`src/rtl/lc4_timer_bank.sv`:
```
// Multi-channel memory-mapped countdown timer bank for the LC4 data-memory port.
// Optional periodic reload mode is built only when LC4_TIMER_BANK_PERIODIC_EN is defined.
module lc4_timer_bank #(
    parameter int          NUM_CH    = 4,
    parameter logic [15:0] BASE_ADDR = 16'hFE40,
    parameter int          PRESCALE  = 16000
) (
    input  logic              clk,
    input  logic              rst,
    input  logic              gwe,
    input  logic [15:0]       addr,
    input  logic [15:0]       wdata,
    input  logic              we,
    output logic [15:0]       rdata,
    output logic              hit,
    output logic [NUM_CH-1:0] expired,
    output logic              any_expired
);

    localparam int          PW        = (PRESCALE > 1) ? $clog2(PRESCALE) : 1;
    localparam logic [PW-1:0] PRESC_MAX = PW'(PRESCALE - 1);
    localparam logic [16:0] WIN_END   = 17'(BASE_ADDR) + 17'(4 * NUM_CH);

    logic [PW-1:0]            presc_q;
    logic                     tick;
    logic [5:0]               offset;
    logic [NUM_CH-1:0]        flag_v;
    logic [NUM_CH-1:0]        en_v;
    logic [NUM_CH-1:0]        per_v;
    logic [NUM_CH-1:0][15:0]  int_v;
    logic [NUM_CH-1:0][15:0]  cnt_v;

    // Window base is a multiple of 4*NUM_CH, so the low offset bits select channel/register.
    assign offset = 6'(addr - BASE_ADDR);
    assign hit    = (addr >= BASE_ADDR) && (17'(addr) < WIN_END);
    assign tick   = gwe && (presc_q == PRESC_MAX);

    always_ff @(posedge clk) begin
        if (rst) begin
            presc_q <= '0;
        end else if (gwe) begin
            presc_q <= tick ? '0 : presc_q + 1'b1;
        end
    end

    for (genvar i = 0; i < NUM_CH; i++) begin : g_ch
        logic [15:0] interval_q;
        logic [15:0] count_q;
        logic        en_q;
        logic        per_q;
        logic        flag_q;
        logic        sel;
        logic        wr_int;
        logic        wr_ctl;
        logic        rd_stat;
        logic        en_next;
        logic        run;
        logic        fire;

        assign sel     = hit && (offset[5:2] == 4'(i));
        assign wr_int  = gwe && we && sel && (offset[1:0] == 2'd1);
        assign wr_ctl  = gwe && we && sel && (offset[1:0] == 2'd2);
        assign rd_stat = gwe && !we && sel && (offset[1:0] == 2'd0);
        assign en_next = wr_ctl ? wdata[0] : en_q;
        // A tick counts only if the channel is enabled both before and after this edge.
        assign run     = tick && en_q && en_next;
        assign fire    = run && (count_q <= 16'd1);

        always_ff @(posedge clk) begin
            if (rst) begin
                interval_q <= '0;
                count_q    <= '0;
                en_q       <= 1'b0;
                flag_q     <= 1'b0;
            end else if (wr_int) begin
                interval_q <= wdata;
                count_q    <= wdata;
                en_q       <= 1'b1;
                flag_q     <= 1'b0;
            end else if (gwe) begin
                en_q <= en_next;
                if (run) begin
                    if (!fire) begin
                        count_q <= count_q - 16'd1;
                    end else if (per_q) begin
                        count_q <= interval_q;
                    end else begin
                        count_q <= '0;
                        en_q    <= 1'b0;
                    end
                end
                if (fire) begin
                    flag_q <= 1'b1;
                end else if (rd_stat) begin
                    flag_q <= 1'b0;
                end
            end
        end

`ifdef LC4_TIMER_BANK_PERIODIC_EN
        always_ff @(posedge clk) begin
            if (rst) begin
                per_q <= 1'b0;
            end else if (wr_ctl) begin
                per_q <= wdata[1];
            end
        end
`else
        assign per_q = 1'b0;
`endif

        assign flag_v[i] = flag_q;
        assign en_v[i]   = en_q;
        assign per_v[i]  = per_q;
        assign int_v[i]  = interval_q;
        assign cnt_v[i]  = count_q;
    end

    always_comb begin
        rdata = '0;
        if (hit && !we) begin
            for (int i = 0; i < NUM_CH; i++) begin
                if (offset[5:2] == 4'(i)) begin
                    case (offset[1:0])
                        2'd0:    rdata = {flag_v[i], 15'b0};
                        2'd1:    rdata = int_v[i];
                        2'd2:    rdata = {14'b0, per_v[i], en_v[i]};
                        default: rdata = cnt_v[i];
                    endcase
                end
            end
        end
    end

    assign expired     = flag_v;
    assign any_expired = |flag_v;

endmodule
```
`config.mk`:
```
export PLATFORM = sky130hd
export DESIGN_NAME = lc4_timer_bank
export DESIGN_NICKNAME = d
export VERILOG_FILES = /design/src/rtl/lc4_timer_bank.sv
export SDC_FILE = /design/constraint.sdc
export NUM_CORES = 1
export LEC_CHECK = 0
export ABC_AREA = 1
export BUFFER_PORTS_ARGS = -buffer_cell sky130_fd_sc_hd__buf_2
export CAP_MARGIN = 20
export CORE_UTILIZATION = 55
export DETAILED_ROUTE_END_ITERATION = 8
export PLACE_DENSITY_LB_ADDON = 0.08
export SLEW_MARGIN = 20
export SYNTH_ARGS = -nofsm -noshare
export SYNTH_HDL_FRONTEND = slang
export SYNTH_SLANG_ARGS = --single-unit
```
`constraint.sdc`:
```
create_clock -name clk -period 4.9 [get_ports clk]
set_input_delay 0.245 -clock clk [delete_from_list [all_inputs] [get_ports clk]]
set_output_delay 0.245 -clock clk [all_outputs]
set_load 0.01 [all_outputs]
```
==> summary.md <==
| Metric | Value |
|---|---|
| H-tree levels | 4 |
| Die width | 134 um |
| Max Cap Viol | 0 |
| Routed WL per cell | 18.5 um |
| Count leader, synth | nand2_1 |
| DRC viols | 2 |
| Yosys reg bits | 150 |
| Leading area contributor after synthesis | dfxtp_1 |
| Async SR Flop Fraction | 0% |
| Syn avg cell area | 6.33 sq um |
| Port Buffer Count | 57 |
| # Post-CTS Setup Buffers | 0 |
| Filler cell count | 1706 |
| Critical Path RT | 5.26 ns |
| Clock root cell | clkbuf_16 |
| Core footprint | 0.0172 sq mm |
| Detailed Place HPWL | 22900 um |
| Slowest CP cell | nand3_1 |
| Lkg Pwr | 0.00464 uW |
| Grt ovf | 0 |
| Tcrit/Tclk final | 64.9% |
| Antenna Cells | 0 |
| CTS tree | yes |
| Netlist cell types | 52 |
| Area of the multi-input gates | 0.00564 sq mm |
| Via count | 10283 |
| Final RePlAce weighted congestion | 1.06 |
| Power density over the cells | 263 mW/mm^2 |
| Number of synthesized flops with an enable pin | 0 |
| Die area | 0.0181 sq mm |
| Top post-synthesis cells by count | nand2_1 (362), nor2_1 (202), dfxtp_1 (150), a21oi_1 (148), inv_1 (146) |
| Worst path cell trace | buf_2 -> inv_2 -> nand2_1 -> inv_2 -> buf_4 -> nand3_1 -> inv_1 -> nand2_1 -> nand2_1 -> nor2_1 -> nor2_1 |
| Synth area leaders | dfxtp_1 (31%), nand2_1 (14%), nor2_1 (7.9%) |
| CTS Buf Count | 17 |
| Vias/cell | 5.82 |
| Boundary pin count | 58 |
| Max-slew violations | 0 |
| Fin. Hold Viols | 0 |
| Largest stage delay on the critical path | 0.78 ns |
| Syn nets | 1567 |
| Cell Area, Synth | 0.00964 sq mm |
| Tmin final | 3.18 ns |
| Post-route cell area | 0.0105 sq mm |
| F_max | 0.315 GHz |
| Worst EP arrival | 3.54 ns |
| Rel. slew slack | 32.9% |
| Skew final | 0.0106 ns |
| Nets | 1577 |
| Fin Setup TNS | 0 ns |
| Setup slack at placement | 1.40 ns |
| Setup CP Type | input port to flip-flop |
| Worst-margin pin slew | 1.00 ns |
| Yosys warning total | 0 |
| GR Util met1 | 50.4% |
| Global-route wire length before repair | 50700 um |
| Hold Path Class | input port to flip-flop |
| Final core occ | 60.8% |
| Gr usage total | 36.7% |
| Initial DRC Count | 1324 |
| Initial Util | 56.1% |
| Reg area | 0.00300 sq mm |
| Post-synthesis sequential area ratio | 31.2% |
| Clk_lat worst skew | 0.44 ns |
| Share of cells above drive strength 1 | 9.67% |
| Clock buffer depth | 2 |
| Die H | 134 um |
| Post-CTS Hold Fix Bufs | 0 |
| Max IR drop VDD | 0.252 mV |
| Failing checks | design-rule violations |
| Final setup violation count | 0 |
| Initial antenna violation count | 0 |
| Largest net degree at the start of global routing | 64 |
| Post-synthesis cell count | 1522 |
| Worst Setup End Kind | flip-flop |
| Grt met2 use | 54.2% |
| Post-synth top area share | 31.2% |
| Top FF cell, synth | dfxtp_1 |
| Drt total wl | 32700 um |
| CP bufs+invs | 5 |
| Crit start category | input port |
| DP Area | 0.00985 sq mm |
| Antenna Nets Post-Route | 0 |
| Post_cts resized | 0 |
| Clock slew at reported path FFs | 0.06 ns |
| CP max FO | 58 |
| Most Crowded Layer GR | met2 |
| FP Rows | 48 |
| Most used cell, CP | nand2_1 |
| Status | finished, violations left |
| Vias in the first global route | 9131 |
| Final worst slack | 1.72 ns |
| Largest delay share family, worst path | buffers and inverters |
| RSZ-0062 raised after global routing | no |
| Area Growth Syn to Fin | 8.43% |
| GR Layer Usage met3 | 6.80% |
| Clk sinks | 150 |
| Pwr Total | 2750 uW |
| First-pass DRT Iterations | 8 |
==> registers in the layout, summed over array words and instances (netlist names) <==
name and cells:
g_ch.count_q 64, g_ch.interval_q 64, presc_q 14, g_ch.en_q 4, g_ch.flag_q 4
==> report_power, final <==
part | total (uW) | internal, uW | leakage [uW] | switching [uW]
sequential | 1230 | 1220 | 0.00121 | 2.97
combinational | 146 | 28.9 | 0.00315 | 117
clock | 1380 | 856 | 0.000284 | 523
==> layout make-up <==
class / instances / share of cell area, %
multi-input cells: 1141 / 54.0
inverters: 160 / 5.80
clock inverters: 8 / 1.46
clock buffers: 20 / 4.27
flip-flops and latches: 150 / 28.7
well taps: 225 / 2.69
repair buffers: 62 / 3.09
==> kinds of logic (layout without fill, tap and decap cells) <==
family                   Yosys count  in the layout  share of synthesized area [%]
AO/OA/AOI/OAI                    339            339                           18.7
XOR/XNOR                          43             43                           3.91
adder cells (fa/ha/maj)            9              9                           1.17
buffers and inverters            231            250                           10.3
flip-flops                       150            150                           31.2
AND/OR/NAND/NOR                  750            750                           34.7
==> tightest hold or removal path: stages <==
cell and delay (ns):
buf_2 0.11, nand2_1 0.06, a21oi_1 0.05
==> routing by layer <==
layer,vias to the layer above,part of all wire (%)
li1,4973,-
met1,4704,44
met2,507,43
met3,99,8.5
met4,0,5.4
met5,-,0
==> stage by stage <==
stage | std cells | hold slack [ns]
floorplan | 1522 | 0.389
global placement | 1738 | 0.449
detailed placement | 1738 | 0.455
CTS | 1766 | 0.0857
global route | 1766 | 0.0986
finish | 1766 | 0.0880
==> final timing paths <==
path	startpoint	to	slack, ns	depth (start not counted)
min	wdata[2]	g_ch[1].interval_q[2]$_SDFFE_PP0P_	0.09	3
max reg2reg	presc_q[1]$_SDFFE_PP0P_	g_ch[3].count_q[5]$_SDFFE_PP0P_	2.31	10
max	addr[1]	g_ch[2].count_q[6]$_SDFFE_PP0P_	1.72	11
min reg2reg	g_ch[1].interval_q[7]$_SDFFE_PP0P_	g_ch[1].interval_q[7]$_SDFFE_PP0P_	0.47	2
==> cells in the final DEF, fill, tap and decap left out, types with 3 or more instances in the layout <==
cell type  netlist  layout
inv_1          146     146
nor3_2           6       6
nand3_4          4       4
a21oi_1        148     148
nand4_1         12      12
nor2_1         202     202
o22ai_1          9       9
a31oi_1          4       4
dfxtp_1        150     150
o21ai_0        130     130
nor2_2           8       8
clkbuf_16        0      17
clkinv_1         4       3
nand3_1         82      82
nand3b_1         6       6
nor3_1          22      22
ha_1             9       9
a211oi_1         3       3
o21ai_1         17      17
or2_2            4       4
nor4_1           4       4
nand2_4          3       3
bufinv_16        0       4
nor2_4           6       6
and2_0           5       5
o2111ai_1        3       3
nand2_2          9       9
xor2_1          41      41
nand2_1        362     362
inv_2            9      10
buf_4           13       5
o211ai_1        16      16
buf_2           16      57
Note: power is estimated with default switching activity, not from simulation.
